`src/rtl/hcsr04_ranger_if.sv`:
```
// Signal bundle between the HC-SR04 ranger and the sensor/consumer side.
// master = the ranger itself; slave = whoever drives enable/echo and reads results.
interface hcsr04_ranger_if;
  logic        enable;
  logic        echo;
  logic        trig;
  logic [15:0] distance;
  logic        valid;
  logic        timeout;
  logic        busy;

  modport master (
    input  enable,
    input  echo,
    output trig,
    output distance,
    output valid,
    output timeout,
    output busy
  );

  modport slave (
    output enable,
    output echo,
    input  trig,
    input  distance,
    input  valid,
    input  timeout,
    input  busy
  );
endinterface

```
`src/rtl/hcsr04_ranger.sv`:
```
// HC-SR04 ultrasonic ranger: trigger pulse, echo timing on a 1 us tick, floor
// conversion to cm by repeated counting, one registered result per trigger.
module hcsr04_ranger #(
  parameter int unsigned CYC_PER_US      = 12,
  parameter int unsigned TRIG_US         = 10,
  parameter int unsigned US_PER_CM       = 58,
  parameter int unsigned RISE_TIMEOUT_US = 30000,
  parameter int unsigned MAX_ECHO_US     = 25000,
  parameter int unsigned PERIOD_US       = 60000
) (
  input  logic              clk,
  input  logic              rst,
  hcsr04_ranger_if.master   bus
);

  localparam int unsigned PRE_W = 4;
  localparam int unsigned US_W  = 17;
  localparam int unsigned CM_W  = 16;

  localparam logic [PRE_W-1:0] PRE_LAST   = PRE_W'(CYC_PER_US - 1);
  localparam logic [US_W-1:0]  TRIG_LEN   = US_W'(TRIG_US);
  localparam logic [US_W-1:0]  RISE_LEN   = US_W'(RISE_TIMEOUT_US);
  localparam logic [US_W-1:0]  ECHO_LEN   = US_W'(MAX_ECHO_US);
  localparam logic [US_W-1:0]  PERIOD_LEN = US_W'(PERIOD_US);
  localparam logic [US_W-1:0]  FRAC_LAST  = US_W'(US_PER_CM - 1);
  localparam logic [CM_W-1:0]  CM_SAT     = 16'hFFFE;
  localparam logic [CM_W-1:0]  NO_TARGET  = 16'hFFFF;

  typedef enum logic [2:0] {
    S_IDLE,
    S_TRIG,
    S_WAIT_RISE,
    S_MEASURE,
    S_HOLDOFF
  } state_e;

  state_e            state_q, state_d;
  logic              sync1_q, sync1_d;
  logic              sync2_q, sync2_d;
  logic              echo_prev_q, echo_prev_d;
  logic [PRE_W-1:0]  pre_q, pre_d;
  logic [US_W-1:0]   us_q, us_d;
  logic [US_W-1:0]   frac_q, frac_d;
  logic [CM_W-1:0]   cm_q, cm_d;
  logic [PRE_W-1:0]  per_pre_q, per_pre_d;
  logic [US_W-1:0]   per_q, per_d;
  logic [CM_W-1:0]   dist_q, dist_d;
  logic              to_q, to_d;
  logic              valid_q, valid_d;

  logic              echo_s;
  logic              rise;
  logic              fall;
  logic              tick;
  logic              per_tick;
  logic              post;
  logic              post_to;
  logic              frac_wrap;
  logic [US_W-1:0]   us_next;
  logic [CM_W-1:0]   cm_next;

  assign echo_s   = sync2_q;
  assign rise     = echo_s & ~echo_prev_q;
  assign fall     = ~echo_s & echo_prev_q;
  assign tick     = (pre_q == PRE_LAST);
  assign per_tick = (per_pre_q == PRE_LAST);

  // NOTE: every signal written here gets a default first, so no path leaves one unassigned and infers a latch.
  always_comb begin
    sync1_d     = bus.echo;
    sync2_d     = sync1_q;
    echo_prev_d = sync2_q;
    state_d     = state_q;
    post        = 1'b0;
    post_to     = 1'b0;
    us_d        = us_q;
    frac_d      = frac_q;
    cm_d        = cm_q;
    us_next     = tick ? us_q + 1'b1 : us_q;
    frac_wrap   = tick && (frac_q == FRAC_LAST);
    cm_next     = (frac_wrap && (cm_q != CM_SAT)) ? cm_q + 1'b1 : cm_q;

    unique case (state_q)
      S_IDLE: begin
        if (bus.enable) state_d = S_TRIG;
      end
      S_TRIG: begin
        us_d = us_next;
        if (tick && (us_next == TRIG_LEN)) state_d = S_WAIT_RISE;
      end
      S_WAIT_RISE: begin
        us_d = us_next;
        if (rise) begin
          state_d = S_MEASURE;
        end else if (tick && (us_next == RISE_LEN)) begin
          post    = 1'b1;
          post_to = 1'b1;
          state_d = S_HOLDOFF;
        end
      end
      S_MEASURE: begin
        us_d   = us_next;
        cm_d   = cm_next;
        frac_d = frac_wrap ? '0 : (tick ? frac_q + 1'b1 : frac_q);
        // The fall-cycle tick is folded into the posted distance so a width of exactly N*US_PER_CM reads N.
        if (fall) begin
          post    = 1'b1;
          state_d = S_HOLDOFF;
        end else if (tick && (us_next == ECHO_LEN)) begin
          post    = 1'b1;
          post_to = 1'b1;
          state_d = S_HOLDOFF;
        end
      end
      S_HOLDOFF: begin
        if ((per_q >= PERIOD_LEN) && !echo_s) state_d = S_IDLE;
      end
      default: state_d = S_IDLE;
    endcase

    if (state_d != state_q) begin
      pre_d  = '0;
      us_d   = '0;
      frac_d = '0;
      cm_d   = '0;
    end else begin
      pre_d  = tick ? '0 : pre_q + 1'b1;
    end

    // The period timer has its own prescaler so state-entry restarts never skew the trigger spacing.
    if ((state_q == S_IDLE) && (state_d == S_TRIG)) begin
      per_pre_d = '0;
      per_d     = '0;
    end else begin
      per_pre_d = per_tick ? '0 : per_pre_q + 1'b1;
      per_d     = (per_tick && (per_q < PERIOD_LEN)) ? per_q + 1'b1 : per_q;
    end

    valid_d = post;
    dist_d  = post ? (post_to ? NO_TARGET : cm_next) : dist_q;
    to_d    = post ? post_to : to_q;
  end

  // NOTE: state flops take non-blocking assignments so every register samples its pre-edge _d value.
  always_ff @(posedge clk or posedge rst) begin
    if (rst) begin
      state_q     <= S_IDLE;
      sync1_q     <= 1'b0;
      sync2_q     <= 1'b0;
      echo_prev_q <= 1'b0;
      pre_q       <= '0;
      us_q        <= '0;
      frac_q      <= '0;
      cm_q        <= '0;
      per_pre_q   <= '0;
      per_q       <= '0;
      dist_q      <= '0;
      to_q        <= 1'b0;
      valid_q     <= 1'b0;
    end else begin
      state_q     <= state_d;
      sync1_q     <= sync1_d;
      sync2_q     <= sync2_d;
      echo_prev_q <= echo_prev_d;
      pre_q       <= pre_d;
      us_q        <= us_d;
      frac_q      <= frac_d;
      cm_q        <= cm_d;
      per_pre_q   <= per_pre_d;
      per_q       <= per_d;
      dist_q      <= dist_d;
      to_q        <= to_d;
      valid_q     <= valid_d;
    end
  end

  assign bus.trig     = (state_q == S_TRIG);
  assign bus.busy     = (state_q != S_IDLE);
  assign bus.distance = dist_q;
  assign bus.timeout  = to_q;
  assign bus.valid    = valid_q;

endmodule

```
`src/flat_wrapper.sv`:
```
// flat-port wrapper written by rule: the top's interface ports become plain ports
module hcsr04_ranger_flat 
#(
  parameter int unsigned CYC_PER_US      = 12,
  parameter int unsigned TRIG_US         = 10,
  parameter int unsigned US_PER_CM       = 58,
  parameter int unsigned RISE_TIMEOUT_US = 30000,
  parameter int unsigned MAX_ECHO_US     = 25000,
  parameter int unsigned PERIOD_US       = 60000
)
  (clk, rst, bus_enable, bus_echo, bus_trig, bus_distance, bus_valid, bus_timeout, bus_busy);
  hcsr04_ranger_if bus_i ();
  input  logic clk;
  input  logic rst;
  input wire logic [$bits(bus_i.enable)-1:0] bus_enable;
  input wire logic [$bits(bus_i.echo)-1:0] bus_echo;
  output wire logic [$bits(bus_i.trig)-1:0] bus_trig;
  output wire logic [$bits(bus_i.distance)-1:0] bus_distance;
  output wire logic [$bits(bus_i.valid)-1:0] bus_valid;
  output wire logic [$bits(bus_i.timeout)-1:0] bus_timeout;
  output wire logic [$bits(bus_i.busy)-1:0] bus_busy;
  assign bus_i.enable = bus_enable;
  assign bus_i.echo = bus_echo;
  assign bus_trig = bus_i.trig;
  assign bus_distance = bus_i.distance;
  assign bus_valid = bus_i.valid;
  assign bus_timeout = bus_i.timeout;
  assign bus_busy = bus_i.busy;
  hcsr04_ranger #(.CYC_PER_US(CYC_PER_US), .TRIG_US(TRIG_US), .US_PER_CM(US_PER_CM), .RISE_TIMEOUT_US(RISE_TIMEOUT_US), .MAX_ECHO_US(MAX_ECHO_US), .PERIOD_US(PERIOD_US)) u_core (.clk(clk), .rst(rst), .bus(bus_i));
endmodule
```
`config.mk`:
```
export PLATFORM = sky130hd
export DESIGN_NAME = hcsr04_ranger_flat
export DESIGN_NICKNAME = d
export VERILOG_FILES = /design/src/rtl/hcsr04_ranger_if.sv /design/src/rtl/hcsr04_ranger.sv /design/src/flat_wrapper.sv
export SDC_FILE = /design/constraint.sdc
export NUM_CORES = 1
export LEC_CHECK = 0
export CAP_MARGIN = 0
export CORE_MARGIN = 2
export CORE_UTILIZATION = 45
export DETAILED_ROUTE_END_ITERATION = 10
export SYNTH_ARGS = -nofsm -noshare
export SYNTH_HDL_FRONTEND = slang
export SYNTH_SLANG_ARGS = --single-unit
export TNS_END_PERCENT = 50
```
`constraint.sdc`:
```
create_clock -name clk -period 8.5 [get_ports clk]
set_clock_uncertainty 0.15 [all_clocks]
set_input_delay 1.7 -clock clk [delete_from_list [all_inputs] [get_ports clk]]
set_output_delay 1.7 -clock clk [all_outputs]
set_load 0.03 [all_outputs]
```
# [After elaboration in Yosys (flattened, before gate mapping)]
# Index checks and enable logic that the tools add are counted.
[word_totals] reg_bits=99 inputBits=4 output_inout_bits=20
[op_classes] addsub=6 magnitude_cmp=2 n_eq_ne=13 muxes=32 bitwise=4 n_reduce_logical=17
[ops] cell="17-bit 2-to-1 mux" n=9
[ops] cell="16-bit 2-to-1 mux" n=4
[ops] cell="17-bit by 1-bit adder with 17-bit output, second input constant" n=3
[ops] cell="17-bit by 15-bit equality test with 1-bit output, second input constant" n=2
[ops] cell="3-bit 2-to-1 mux" n=7
[ops] cell="17-bit by 4-bit equality test with 1-bit output, second input constant" n=1
[ops] cell="17-bit by 6-bit equality test with 1-bit output, second input constant" n=1
[ops] cell="17-bit by 16-bit >= comparator with 1-bit output, second input constant" n=1
[ops] cell="17-bit by 16-bit less-than comparator with 1-bit output, second input constant" n=1
[ops] cell="16-bit by 1-bit adder with 16-bit output, second input constant" n=1
[ops] cell="4-bit 2-to-1 mux" n=4
[ops] cell="16-bit inequality test, second input constant" n=1
[ops] cell="3-bit one-hot mux with 5 select lines" n=1
[ops] cell="4-bit by 1-bit adder with 4-bit output, second input constant" n=2
[ops] cell="4-bit equality test, second input constant" n=2
[ops] cell="1-bit logical AND" n=8
[ops] cell="3-bit by 1-bit equality test with 1-bit output, second input constant" n=2
[ops] cell="3-bit by 2-bit equality test with 1-bit output, second input constant" n=2
[ops] cell="2-bit nonzero test" n=3
[ops] cell="3-bit nonzero test" n=2
[ops] cell="1-bit 2-to-1 mux" n=5
[ops] cell="1-bit one-hot mux with 2 select lines" n=2
[ops] cell="3-bit equality test, second input constant" n=1
[ops] cell="3-bit logical NOT" n=1
[ops] cell="6 further kinds" n=8

# [Longest topological paths before layout]
[depth] ltp_word=10 ltp_mapped=12 mapped_depth_nobuf=10

# [Worst setup path after synthesis]
# Ideal clock, no wire load.
[synth_path] path_kind="reg-to-reg" startpoint="register u_core.pre_q[0]" endpoint="register u_core.frac_q[13]" setup_ns=0.121 arrival_ns=2.788 required_ns=8.229 path_slack_ns=5.441 stages_incl_launch_ff=12 n_path_buf=2 period_less_slack_ns=3.059 cell_sequence="dfrtp_1 -> ha_1 -> buf_4 -> and3b_1 -> a2111o_1 -> o21ai_0 -> o2111ai_2 -> or2_2 -> o21a_1 -> o31ai_4 -> buf_6 -> nor2_2"
[synth_between] elab_chain_cells=10 word_cells_on_any_way=22
[synth_rtl] element="from (decl)" line="hcsr04_ranger.sv:41" rtl="logic [PRE_W-1:0] pre_q, pre_d;"
[synth_rtl] element="from (signal assigned)" line="hcsr04_ranger.sv:165" rtl="pre_q <= pre_d;"
[synth_rtl] element="4-bit equality test *" line="hcsr04_ranger.sv:65" rtl="assign tick = (pre_q == PRE_LAST);"
[synth_rtl] element="17-bit 2-to-1 mux" line="hcsr04_ranger.sv:79" rtl="us_next = tick ? us_q + 1'b1 : us_q;"
[synth_rtl] element="17-bit by 15-bit equality test with 1-bit output (on tied branches)" line="hcsr04_ranger.sv:109, hcsr04_ranger.sv:95"
[synth_rtl] element="1-bit logical AND (on tied branches)" line="hcsr04_ranger.sv:109, hcsr04_ranger.sv:95"
[synth_rtl] element="3-bit 2-to-1 mux (on tied branches)" line="hcsr04_ranger.sv:109, hcsr04_ranger.sv:95"
[synth_rtl] element="3-bit 2-to-1 mux (on tied branches)" line="hcsr04_ranger.sv:106, hcsr04_ranger.sv:93"
[synth_rtl] element="3-bit one-hot mux with 5 select lines" line="hcsr04_ranger.sv:83" rtl="unique case (state_q)"
[synth_rtl] element="3-bit inequality test" line="hcsr04_ranger.sv:121" rtl="if (state_d != state_q) begin"
[synth_rtl] element="3-bit nonzero test (no line) / 2-bit nonzero test (equally long branches)"
[synth_rtl] element="2-bit AND reduction (no line)"
[synth_rtl] element="to (signal assigned)" line="hcsr04_ranger.sv:167" rtl="frac_q <= frac_d;"
[synth_rtl] element="to (decl)" line="hcsr04_ranger.sv:43" rtl="logic [US_W-1:0] frac_q, frac_d;"
# Mark *: on every way between the ends. The rest lies on a longest branch, timed or not. The select of a mux whose other input is x is not followed.
# A chain may end at the register's enable or synchronous reset.

# [Worst setup path in the final report]
[layout_path] startpoint="register u_core.pre_q[0]" endpoint="register u_core.frac_q[2]"
# Same word-level chain as after synthesis.

==> run metrics <==
outcome finished clean; fmax roughly 260 MHz; total length of routed wires 11.6 mm; setup ws final between 4 and 5 ns; Starting Density 46.1%; clock latency on the worst-skew pair 0.35 ns; Post-Syn Area approximately 6000 sq um; flops & latches, synth 99; layout cells sized above 1 15.8%; Die Width 118 um; Top Ports 24; max-slew violation count 0; Min Hold Slack 0.226 ns; CTS tree yes; setup TNS 0 ns; HP Start u_core.sync1_q; RSZ-0062 raised after global routing false; Least-Margin Pin Slew 1.03 ns; # rows 41; worst min path class reg -> reg; Post-DRT Antenna Nets 0; DP Wirelength 7.99 mm; fin nets 634; Worst-path clk slew 0.07 ns; Congestion Overflow GR 0; clock root buffer clkbuf_16; 1st-iter DRT viols 281; Pwr Density ~160 nW/um^2; Post-synth EDFFs 0; Via density 5.36; Die Span Y 118 um; total nets after synthesis 624; DRC 0; Final GP Congestion between 0.8 and 0.9; CP startpoint u_core.pre_q[0]; Req. time, crit path 8.55 ns; Synth Area per Inst 9.57 sq um; CTS buffer count 9; Tot GR Track Use 17.6%; DIE AREA 13,900 sq um; final setup violation count 0; crit end category flip-flop; antenna violations before repair 0; count of cell types in the netlist 68; synthesis warning total 0; routed length per instance 14.5 um; clock sink total 99; CP arrival 3.83 ns; CP max FO 54; vias in the first global route ~4,100; Critical R2R Launch u_core.pre_q[0]; Leakage 2.57 nW; worst r2r path cells 10; Syn Inst Count 611; max_slew headroom 30.4%; CTS Hold Buffers Added 0; pre-CTS setup slack between 4 and 5 ns; Post-CTS Setup Bufs 0; Seq/Total Area, Yosys 42.4%; first-pass GRT wire length between 20 and 25 mm; hold path depth 0; Filler Cell Count 1,172; H-tree levels 3; Max rail drop VDD 0.000117 V; crit path launch type flip-flop; Final period util 44.5%; final-report hold violation count 0; crit path kind reg -> reg; commonest non-fill, non-tap cell in the layout dfrtp_1; Final Critical Period ~3.8 ns; number of port buffers 23; max cap viols 0; DR pass1 iterations 4; largest net degree at the start of global routing 72; Core Area 12,700 sq um; number of antenna diodes 0; Area growth syn-to-layout 10.2%; ys flop type dfrtp_1; Post-synth ARST share 100%; Via Count 4,274; most frequent cells in the layout dfrtp_1, nor2_1, nor2_2, nand2_1, xnor2_1; CTS resizes 0; Max clock buf depth 2
## metal layers
layer,track usage (%),part of all wire [%],vias to the layer above
met4,7.38,1.7,0
met5,0,0,-
li1,-,-,2134
met3,2.76,3.1,14
met1,23.9,49,2051
met2,28.1,46,75
## power by group
group          switching [mW]  internal (mW)
registers              0.0236          0.493
clock network           0.182          0.287
logic                  0.0296         0.0243
## kinds of logic (layout without fill, tap and decap cells)
family,Yosys count,after routing,share of synthesized area (%)
simple gates,296,296,27.9
flops,99,99,42.4
fa+ha+maj,10,10,2.10
xor+xnor,73,73,10.9
compound gates,87,87,11.3
buf+inv,43,57,4.94
mux,3,3,0.514
## worst max-delay path, stage by stage (launching register included)
cell	delay, ns
dfrtp_1	0.37
ha_1	0.33
nand4b_4	0.21
nor4_1	0.42
xnor2_1	0.20
nand3_1	0.10
or4b_1	0.58
o21a_1	0.23
o31ai_4	0.16
buf_4	0.69
nor3_1	0.14
## cell type report
class / instances / area (sq um) / area share, %
sequential: 99 / 2480 / 38.5
clock buffer: 9 / 225 / 3.50
tap: 172 / 215 / 3.34
multi-input combinational: 469 / 3090 / 48.0
inverter: 15 / 58.8 / 0.913
clock inverter: 6 / 113 / 1.75
timing repair buffer: 27 / 260 / 4.04
## registers in the layout (all words and copies together) (netlist names)
name,count
u_core.pre_q,4
u_core.cm_q,16
u_core.us_q,17
u_core.frac_q,17
u_core.per_pre_q,4
u_core.echo_prev_d,1
u_core.bus.valid,1
u_core.sync1_q,1
u_core.bus.timeout,1
u_core.state_q,3
u_core.bus.distance,16
u_core.per_q,17
u_core.echo_prev_q,1
## synthesized netlist by cell type (4+ instances only)
cell type  instances  area [sq um]
nor4_1             7          43.8
dfrtp_1           99          2480
nor2b_1            5          31.3
nand3_1           28           140
o21ai_0           21           105
xnor2_1           43           377
a21oi_1           22           110
xor2_1            30           263
nor3_1            16          80.1
ha_1               9           113
nand4_1           16           100
nor2_1            75           282
and3_1            10          62.6
nor2_2            47           294
clkbuf_1          10          37.5
and4_1             5          43.8
and2_1             4          25.0
a2bb2oi_1          8          70.1
nor3b_1            7          52.6
a2bb2oi_2          8           120
buf_6             13           146
a31oi_1            4          25.0
or3_1              4          25.0
nand2_1           43           161
inv_1             15          56.3
## path summary, 6_finish.rpt
kind / endpoint / slack (ns)
hold reg to reg: u_core.echo_prev_d / 0.23
setup reg to reg: u_core.frac_q[2] / 4.72
setup / recovery: u_core.frac_q[2] / 4.72
min in group asynchronous: u_core.per_q[10] / 1.54
max in group asynchronous: u_core.us_q[5] / 5.44
hold / removal: u_core.echo_prev_d / 0.23
## per-stage QoR
| step | total power [mW] | util, % | instances | cell area [sq um] |
|---|---|---|---|---|
| 2_1_floorplan | 0.565 | - | 611 | 5850 |
| 4_1_cts | 1.05 | 50.8 | 797 | 6440 |
| 3_3_place_gp | 0.576 | 48.2 | 782 | 6100 |
| 6_report | 1.04 | 50.8 | 797 | 6440 |
| 5_1_grt | 1.09 | 50.8 | 797 | 6440 |
| 3_5_place_dp | 0.580 | 48.2 | 782 | 6100 |
(Power assumes the default switching activity.)
